## config.mk

```make
export PLATFORM = sky130hd
export DESIGN_NAME = corr_count_multi
export DESIGN_NICKNAME = d
export VERILOG_FILES = /design/src/rtl/corr_pkg.sv /design/src/rtl/corr_chan_acc.sv /design/src/rtl/corr_count_multi.sv
export SDC_FILE = /design/constraint.sdc
export NUM_CORES = 1
export LEC_CHECK = 0
export CAP_MARGIN = 20
export CORE_AREA = 4 4 234 236
export CTS_CLUSTER_SIZE = 40
export DETAILED_ROUTE_END_ITERATION = 8
export DIE_AREA = 0 0 238 240
export PLACE_DENSITY = 0.72
export SLEW_MARGIN = 30
export SYNTH_ARGS = -nofsm -noshare
export SYNTH_HDL_FRONTEND = slang
export SYNTH_SLANG_ARGS = --single-unit
```

## constraint.sdc

```tcl
create_clock -name i_clk -period 3.3 [get_ports i_clk]
set_input_delay 0.495 -clock i_clk [delete_from_list [all_inputs] [get_ports i_clk]]
set_output_delay 0.495 -clock i_clk [all_outputs]
set_load 0.01 [all_outputs]
```

## src/rtl/corr_pkg.sv

```systemverilog
// Package: corr_pkg
// Shared constants, the per-channel count triple and the logdrop weighting
// function for the multi-channel windowed correlation counter.
//   CORR_DATA_W / CORR_TIME_W : default counter width / window-time width
//   wt_width()                : weight width derived from counter and time widths
//   WINMODE_RECT / _LOGDROP   : window weighting selectors
//   chan_cnt_t                : {y, isect, symd} counts of one channel at default width
//   logdropWindow()           : weight = full >> (number of significant bits of t)
package corr_pkg;

   localparam int CORR_DATA_W = 16;
   localparam int CORR_TIME_W = 8;

   // The weight uses whatever bits the window length leaves free in the counter,
   // so a full window of maximum weights always fits without overflow.
   function automatic int wt_width(input int data_w, input int time_w);
      return data_w - time_w;
   endfunction

   localparam int CORR_WT_W = wt_width(CORR_DATA_W, CORR_TIME_W);

   localparam logic WINMODE_RECT    = 1'b0;
   localparam logic WINMODE_LOGDROP = 1'b1;

   typedef struct packed {
      logic [CORR_DATA_W-1:0] y;
      logic [CORR_DATA_W-1:0] isect;
      logic [CORR_DATA_W-1:0] symd;
   } chan_cnt_t;

   // Weight halves each time t gains a significant bit: t=0 -> full,
   // t=1 -> full>>1, t=2..3 -> full>>2, t=4..7 -> full>>3, ...
   function automatic logic [31:0] logdropWindow(input logic [31:0] t,
                                                 input logic [31:0] full);
      logic [5:0] nbits;
      nbits = '0;
      for (int b = 0; b < 32; b++) begin
         if (t[b]) nbits = 6'(b + 1);
      end
      return full >> nbits;
   endfunction

endpackage

```

## src/rtl/corr_chan_acc.sv

```systemverilog
// Module: corr_chan_acc
// One y channel's three weighted accumulators (y, x&y, x^y) plus the snapshot
// registers that hold the final sums of the most recent window.
//   i_clk, i_rst : clock, synchronous active-high reset
//   i_acc_en     : accumulate this cycle (stage-1 sample valid and clock enabled)
//   i_snap       : this accumulation is the window's last; capture the sums
//   i_first      : this accumulation is the window's first; start from zero
//   i_w          : zero-extended sample weight
//   i_x, i_y     : registered reference and channel bits
//   o_y, o_isect, o_symd : snapshot counts
module corr_chan_acc #(
   parameter int DATA_W = 16
) (
   input  logic              i_clk,
   input  logic              i_rst,
   input  logic              i_acc_en,
   input  logic              i_snap,
   input  logic              i_first,
   input  logic [DATA_W-1:0] i_w,
   input  logic              i_x,
   input  logic              i_y,
   output logic [DATA_W-1:0] o_y,
   output logic [DATA_W-1:0] o_isect,
   output logic [DATA_W-1:0] o_symd
);

   logic [DATA_W-1:0] y_q, isect_q, symd_q;
   logic [DATA_W-1:0] y_d, isect_d, symd_d;
   logic [DATA_W-1:0] snap_y_q, snap_isect_q, snap_symd_q;
   logic [DATA_W-1:0] snap_y_d, snap_isect_d, snap_symd_d;
   logic [DATA_W-1:0] y_sum, isect_sum, symd_sum;

   always_comb begin
      // The first sample of a window discards the previous window's totals.
      y_sum     = (i_first ? '0 : y_q)     + ((i_y)         ? i_w : '0);
      isect_sum = (i_first ? '0 : isect_q) + ((i_x & i_y)   ? i_w : '0);
      symd_sum  = (i_first ? '0 : symd_q)  + ((i_x ^ i_y)   ? i_w : '0);

      y_d          = y_q;
      isect_d      = isect_q;
      symd_d       = symd_q;
      snap_y_d     = snap_y_q;
      snap_isect_d = snap_isect_q;
      snap_symd_d  = snap_symd_q;
      if (i_acc_en) begin
         y_d     = y_sum;
         isect_d = isect_sum;
         symd_d  = symd_sum;
      end
      if (i_snap) begin
         snap_y_d     = y_sum;
         snap_isect_d = isect_sum;
         snap_symd_d  = symd_sum;
      end
   end

   always_ff @(posedge i_clk) begin
      if (i_rst) begin
         y_q          <= '0;
         isect_q      <= '0;
         symd_q       <= '0;
         snap_y_q     <= '0;
         snap_isect_q <= '0;
         snap_symd_q  <= '0;
      end else begin
         y_q          <= y_d;
         isect_q      <= isect_d;
         symd_q       <= symd_d;
         snap_y_q     <= snap_y_d;
         snap_isect_q <= snap_isect_d;
         snap_symd_q  <= snap_symd_d;
      end
   end

   assign o_y     = snap_y_q;
   assign o_isect = snap_isect_q;
   assign o_symd  = snap_symd_q;

endmodule

```

## src/rtl/corr_count_multi.sv

```systemverilog
// Module: corr_count_multi
// Correlates one reference bitstream x against N_CH channel bitstreams over
// windows of 2**TIME_W enabled samples, with rectangular or logdrop weighting
// chosen per window. Final window sums are snapshotted into a valid/ready
// output register with a sticky overrun flag.
//   i_clk, i_rst  : clock, synchronous active-high reset
//   i_cg          : clock-gate enable; all state holds when low
//   i_en          : sample enable; low inserts a bubble
//   i_x, i_y      : reference bit, channel bits
//   i_winMode     : 0 rectangular, 1 logdrop; taken at each window start
//   o_t           : current window time
//   o_valid/i_ready : snapshot handshake
//   o_countX, o_countY, o_countIsect, o_countSymd : snapshot counts
//   o_overrun     : sticky, a snapshot was overwritten before being consumed
module corr_count_multi
   import corr_pkg::*;
#(
   parameter int N_CH   = 4,
   parameter int DATA_W = CORR_DATA_W,
   parameter int TIME_W = CORR_TIME_W
) (
   input  logic                   i_clk,
   input  logic                   i_rst,
   input  logic                   i_cg,
   input  logic                   i_en,
   input  logic                   i_x,
   input  logic [N_CH-1:0]        i_y,
   input  logic                   i_winMode,
   output logic [TIME_W-1:0]      o_t,
   output logic                   o_valid,
   input  logic                   i_ready,
   output logic [DATA_W-1:0]      o_countX,
   output logic [N_CH*DATA_W-1:0] o_countY,
   output logic [N_CH*DATA_W-1:0] o_countIsect,
   output logic [N_CH*DATA_W-1:0] o_countSymd,
   output logic                   o_overrun
);

   localparam int WT_W = wt_width(DATA_W, TIME_W);
   localparam logic [TIME_W-1:0] T_MAX   = '1;
   localparam logic [WT_W-1:0]   WT_ONES = '1;

   logic [TIME_W-1:0] t_q, t_d;
   logic              mode_q, mode_d;
   logic              s1_valid_q, s1_valid_d;
   logic [WT_W-1:0]   s1_w_q, s1_w_d;
   logic              s1_x_q, s1_x_d;
   logic [N_CH-1:0]   s1_y_q, s1_y_d;
   logic              s1_first_q, s1_first_d;
   logic              s1_last_q, s1_last_d;
   logic [DATA_W-1:0] acc_x_q, acc_x_d;
   logic [DATA_W-1:0] snap_x_q, snap_x_d;
   logic              valid_q, valid_d;
   logic              overrun_q, overrun_d;

   logic              at_start, mode_eff, acc_en, snap_take;
   logic [WT_W-1:0]   w_comb;
   logic [DATA_W-1:0] w_ext, x_sum;

   always_comb begin
      at_start = (t_q == '0);
      // The window's first sample already uses the mode being latched with it.
      mode_eff = at_start ? i_winMode : mode_q;
      w_comb   = (mode_eff == WINMODE_LOGDROP)
                 ? WT_W'(logdropWindow(32'(t_q), 32'(WT_ONES))) : WT_ONES;

      t_d    = (i_cg && i_en) ? t_q + 1'b1 : t_q;
      mode_d = (i_cg && i_en && at_start) ? i_winMode : mode_q;

      s1_valid_d = s1_valid_q;
      s1_w_d     = s1_w_q;
      s1_x_d     = s1_x_q;
      s1_y_d     = s1_y_q;
      s1_first_d = s1_first_q;
      s1_last_d  = s1_last_q;
      if (i_cg) begin
         s1_valid_d = i_en;
         s1_w_d     = w_comb;
         s1_x_d     = i_x;
         s1_y_d     = i_y;
         s1_first_d = at_start;
         s1_last_d  = (t_q == T_MAX);
      end

      acc_en    = i_cg & s1_valid_q;
      snap_take = acc_en & s1_last_q;
      w_ext     = {{TIME_W{1'b0}}, s1_w_q};
      x_sum     = (s1_first_q ? '0 : acc_x_q) + (s1_x_q ? w_ext : '0);
      acc_x_d   = acc_en ? x_sum : acc_x_q;
      snap_x_d  = snap_take ? x_sum : snap_x_q;

      // A landing snapshot wins over an accept in the same cycle; it only
      // counts as an overrun if the previous one was still being refused.
      valid_d   = valid_q;
      overrun_d = overrun_q;
      if (i_cg) begin
         if (snap_take) begin
            valid_d = 1'b1;
            if (valid_q && !i_ready) overrun_d = 1'b1;
         end else if (valid_q && i_ready) begin
            valid_d = 1'b0;
         end
      end
   end

   always_ff @(posedge i_clk) begin
      if (i_rst) begin
         t_q        <= '0;
         mode_q     <= WINMODE_RECT;
         s1_valid_q <= 1'b0;
         s1_w_q     <= '0;
         s1_x_q     <= 1'b0;
         s1_y_q     <= '0;
         s1_first_q <= 1'b0;
         s1_last_q  <= 1'b0;
         acc_x_q    <= '0;
         snap_x_q   <= '0;
         valid_q    <= 1'b0;
         overrun_q  <= 1'b0;
      end else begin
         t_q        <= t_d;
         mode_q     <= mode_d;
         s1_valid_q <= s1_valid_d;
         s1_w_q     <= s1_w_d;
         s1_x_q     <= s1_x_d;
         s1_y_q     <= s1_y_d;
         s1_first_q <= s1_first_d;
         s1_last_q  <= s1_last_d;
         acc_x_q    <= acc_x_d;
         snap_x_q   <= snap_x_d;
         valid_q    <= valid_d;
         overrun_q  <= overrun_d;
      end
   end

   for (genvar gi = 0; gi < N_CH; gi++) begin : g_chan
      corr_chan_acc #(
         .DATA_W (DATA_W)
      ) u_acc (
         .i_clk    (i_clk),
         .i_rst    (i_rst),
         .i_acc_en (acc_en),
         .i_snap   (snap_take),
         .i_first  (s1_first_q),
         .i_w      (w_ext),
         .i_x      (s1_x_q),
         .i_y      (s1_y_q[gi]),
         .o_y      (o_countY[gi*DATA_W +: DATA_W]),
         .o_isect  (o_countIsect[gi*DATA_W +: DATA_W]),
         .o_symd   (o_countSymd[gi*DATA_W +: DATA_W])
      );
   end

   assign o_t       = t_q;
   assign o_valid   = valid_q;
   assign o_countX  = snap_x_q;
   assign o_overrun = overrun_q;

endmodule

```

==> impl_metrics.toml <==
[synth]
avgSynthCellArea_sq_um = 7.890
netlist_instances = 3115
synth_largest_area_cell = "dfxtp_1"
ys_seq_area_frac = 0.3608
synthArstFlopShare = 0
netlist_area_sq_um = 24580
synth_ff_type = "dfxtp_1"
synth_top_area_share = 0.3608
synth_nets = 3250
synth-seq-cells = 443
yosys_warnings = 0
synthTopCellsByArea = "dfxtp_1, nand2_1, a21oi_1"
synth_edf_count = 0
synth.distinct_cells = 91

[setup_path]
crit_required_ns = 3.78
crit_slowest_cell = "or4_4"
path_common_cell = "ha_1"
critPathTopFamily = "simple AND/OR/NAND/NOR gates"
cp-end-kind = "flip-flop"
path_cells = "buf_4 -> ha_1 -> and2_1 -> ha_1 -> fa_1 -> a21o_1 -> a21oi_1 -> o21a_1 -> or4_4 -> and3_1 -> a211o_1"
path_class = "flip-flop to flip-flop"
cp-start-kind = "flip-flop"
max_stage_delay_ns = 0.55
critPathArrivalTime_ns = 3.63
ff2ff_setup_slack_ns = 0.15
critical_path_buf_inv_count = 1
critPathMaxFanout = 10

[cells_and_area]
syn_to_final_growth_pct = 20.37
fin_nets = 3441
drive_above_1_share = 0.07126
finalInstanceArea_sq_um = 29590
final_cells = 4029
n_fill_cell = 4645

[sta]
maxSlewViolCount = 0
finClkSkew_ns = 0.02570
rsz0062_at_grt = "true"
setup_violations = 0
relSlewSlack = 0.3537
fmax_mhz = 317.6
tns_ns = 0
period_needed_ns = 3.149
hold_viol_final = 0
min_period_over_period = 0.9543
worstMarginPinSlew_ns = 0.9593

[pwr]
p_leak_nw = 10.98
totalPowerFinal_w = 0.01170
vdd_drop_max_v = 0.0003659
power_density_nw_per_um2 = 395.5
switchingPower_w = 0.002827
pwr-share-comb = 0.066
seq_power_share = 0.464
p_int_w = 0.008875
p_clk_frac = 0.470
switching_share = 0.2416

[grt]
grt_pass1_vias = 21630
antenna_found_initial = 1
met2_usage = 0.3952
met1_usage = 0.3766
busiest_layer = "met2"
grt_overflow = 0
grt_pass1_wl_um = 120000
grt_max_degree = 99
grtUsageTotal = 0.2566
grt_util_met3 = 0.03269

[floorplanning]
die_h_um = 240
core_area_sq_um = 52450
dieArea_sq_um = 57120
io_pins = 229
num_rows = 84
start_util = 0.4687
die_w_um = 238

[cts]
hold_buffers = 0
clock_sinks = 443
clk-insertion-delay-late_ns = 0.60
clk_root_buffer_cell = "clkbuf_16"
cts_tree = "done"
cts_buffers = 48
cts_buffer_depth = 3
clk_pin_slew_worst_paths_ns = 0.06
htreeDepth = 2

[placed_design]
placed_area_sq_um = 27930
gp_congestion = 0.9267
io_buffer_count = 228
dp_hpwl_um = 54520
dp_cells = 3942

[detailed_routing]
drt_iter0_drc = 2090
wl_per_cell_um = 19.21
vias_per_cell = 5.857
routed_wl_um = 77390
ant_nets = 0
drc = 0
dr.pass1.iters = 5
routed-via-count = 23600

[run_status]
outcome = "complete, no violations"

[run]
drv_cap = 0

[min_path]
worstHoldPathType = "input port to flip-flop"
kinds of logic after synthesis:
group / synth area share
buf+inv: 0.03803
compound gates: 0.2065
xor+xnor: 0.05024
fa+ha+maj: 0.06709
simple gates: 0.2611
mux: 0.01624
flops: 0.3608
final cells by class:
class                           instances  area (sq um)  area share
Sequential cell                       443          8874      0.2999
Inverter                               45         168.9    0.005709
Clock buffer                           72          1453     0.04910
Multi-Input combinational cell       2430         14830      0.5012
Tap cell                              688         860.8     0.02910
Clock inverter                         12         146.4    0.004948
Antenna cell                            1         2.502  0.00008458
Timing Repair Buffer                  338          3253      0.1100
state kept, by name (all words and copies together) (netlist names), 4 cells and up:
name	flops
acc_x_q	16
g_chan.u_acc.isect_q	64
g_chan.u_acc.o_isect	64
g_chan.u_acc.o_symd	64
g_chan.u_acc.o_y	64
g_chan.u_acc.symd_q	64
g_chan.u_acc.y_q	64
o_countX	16
o_t	8
s1_w_q	8
s1_y_q	4
power by group through the flow:
stage	logic, W	clock network, W	registers, W
6_report	0.000773	0.00550	0.00543
5_1_grt	0.000832	0.00580	0.00543
4_1_cts	0.000744	0.00560	0.00543
3_5_place_dp	0.000738	0	0.00555
3_3_place_gp	0.000726	0	0.00554
2_1_floorplan	0.000489	0	0.00552
Yosys cell counts (7+ instances only):
library cell / number
nand2_1: 485
dfxtp_1: 443
a21oi_1: 337
nor2_1: 190
nor2b_1: 167
o21ai_0: 160
clkbuf_1: 159
xnor2_1: 115
ha_1: 111
and2_1: 110
nand3_1: 102
a211oi_1: 72
inv_1: 44
nor3_1: 39
a21o_1: 38
a31oi_1: 35
and3_1: 34
mux2i_1: 32
or3_1: 31
nand4_1: 29
nor4_1: 29
xor2_1: 26
or4_1: 23
buf_1: 19
o211ai_1: 19
a22o_1: 16
buf_2: 16
o21a_1: 14
a311oi_1: 13
fa_1: 13
nand2b_1: 13
o21bai_1: 13
a22oi_1: 12
nor3b_1: 9
o22ai_1: 9
a21boi_0: 7
mux2_2: 7
worst paths after layout:
kind	end	from	cells past startpoint
hold / removal	g_chan[0].u_acc.symd_q[13]$_SDFFE_PP0P_	i_rst	2
hold reg to reg	g_chan[2].u_acc.y_q[6]$_SDFFE_PP0P_	g_chan[2].u_acc.y_q[6]$_SDFFE_PP0P_	2
setup / recovery	g_chan[2].u_acc.o_isect[14]$_SDFFE_PP0P_	s1_x_q$_SDFFE_PP0P_	11
setup reg to reg	g_chan[2].u_acc.o_isect[14]$_SDFFE_PP0P_	s1_x_q$_SDFFE_PP0P_	11
stage by stage:
step           hold slack, ns  worst slack (ns)    util
6_report               0.3385            0.1510  0.5641
5_1_grt                0.3643          -0.04031  0.5641
4_1_cts                0.3152            0.1340  0.5630
3_5_place_dp           0.4404            0.1347  0.5325
3_3_place_gp           0.4353            0.2255  0.5325
2_1_floorplan          0.4273           0.02006       -
layer usage:
layer / vias up / wire length [um]
li1: 11380 / -
met5: - / 0
met1: 11210 / 35780
met3: 126 / 5605
met4: 0 / 2120
met2: 877 / 33880
timing repair:
item | in CTS | in global routing
endpoints found under the setup margin | 0 | 18
gates resized for setup | 0 | 6
hold endpoints to repair | 0 | 0
setup buffers | 0 | 1
cells in the final DEF, fill, tap and decap left out, drive strengths merged, types with 7 or more instances in the layout:
cell type,synthesis,routed
a211oi,73,73
a21boi,8,8
a21o,39,39
a21oi,338,338
a22o,16,16
a22oi,12,12
a311oi,13,13
a31oi,36,36
and2,110,110
and3,35,35
and3b,7,7
buf,36,111
clkbuf,161,72
clkdlybuf4s50,0,227
clkinv,0,7
dfxtp,443,443
fa,13,13
ha,111,111
inv,45,47
mux2,7,7
mux2i,32,32
nand2,485,485
nand2b,13,13
nand3,103,103
nand4,29,29
nor2,191,191
nor2b,169,169
nor3,39,39
nor3b,9,9
nor4,29,29
o211ai,19,19
o21a,14,14
o21ai,165,165
o21bai,14,14
o22ai,9,9
or3,31,31
or4,24,24
xnor2,115,115
xor2,26,26
worst register-to-register path, cell delays in order (launching register included):
cell and delay [ns]:
dfxtp_1 0.44, buf_4 0.24, ha_1 0.31, and2_1 0.17, ha_1 0.18, fa_1 0.22, a21o_1 0.14, a21oi_1 0.12
o21a_1 0.22, or4_4 0.55, and3_1 0.19, a211o_1 0.26
Power figures use the tool's default switching activity.
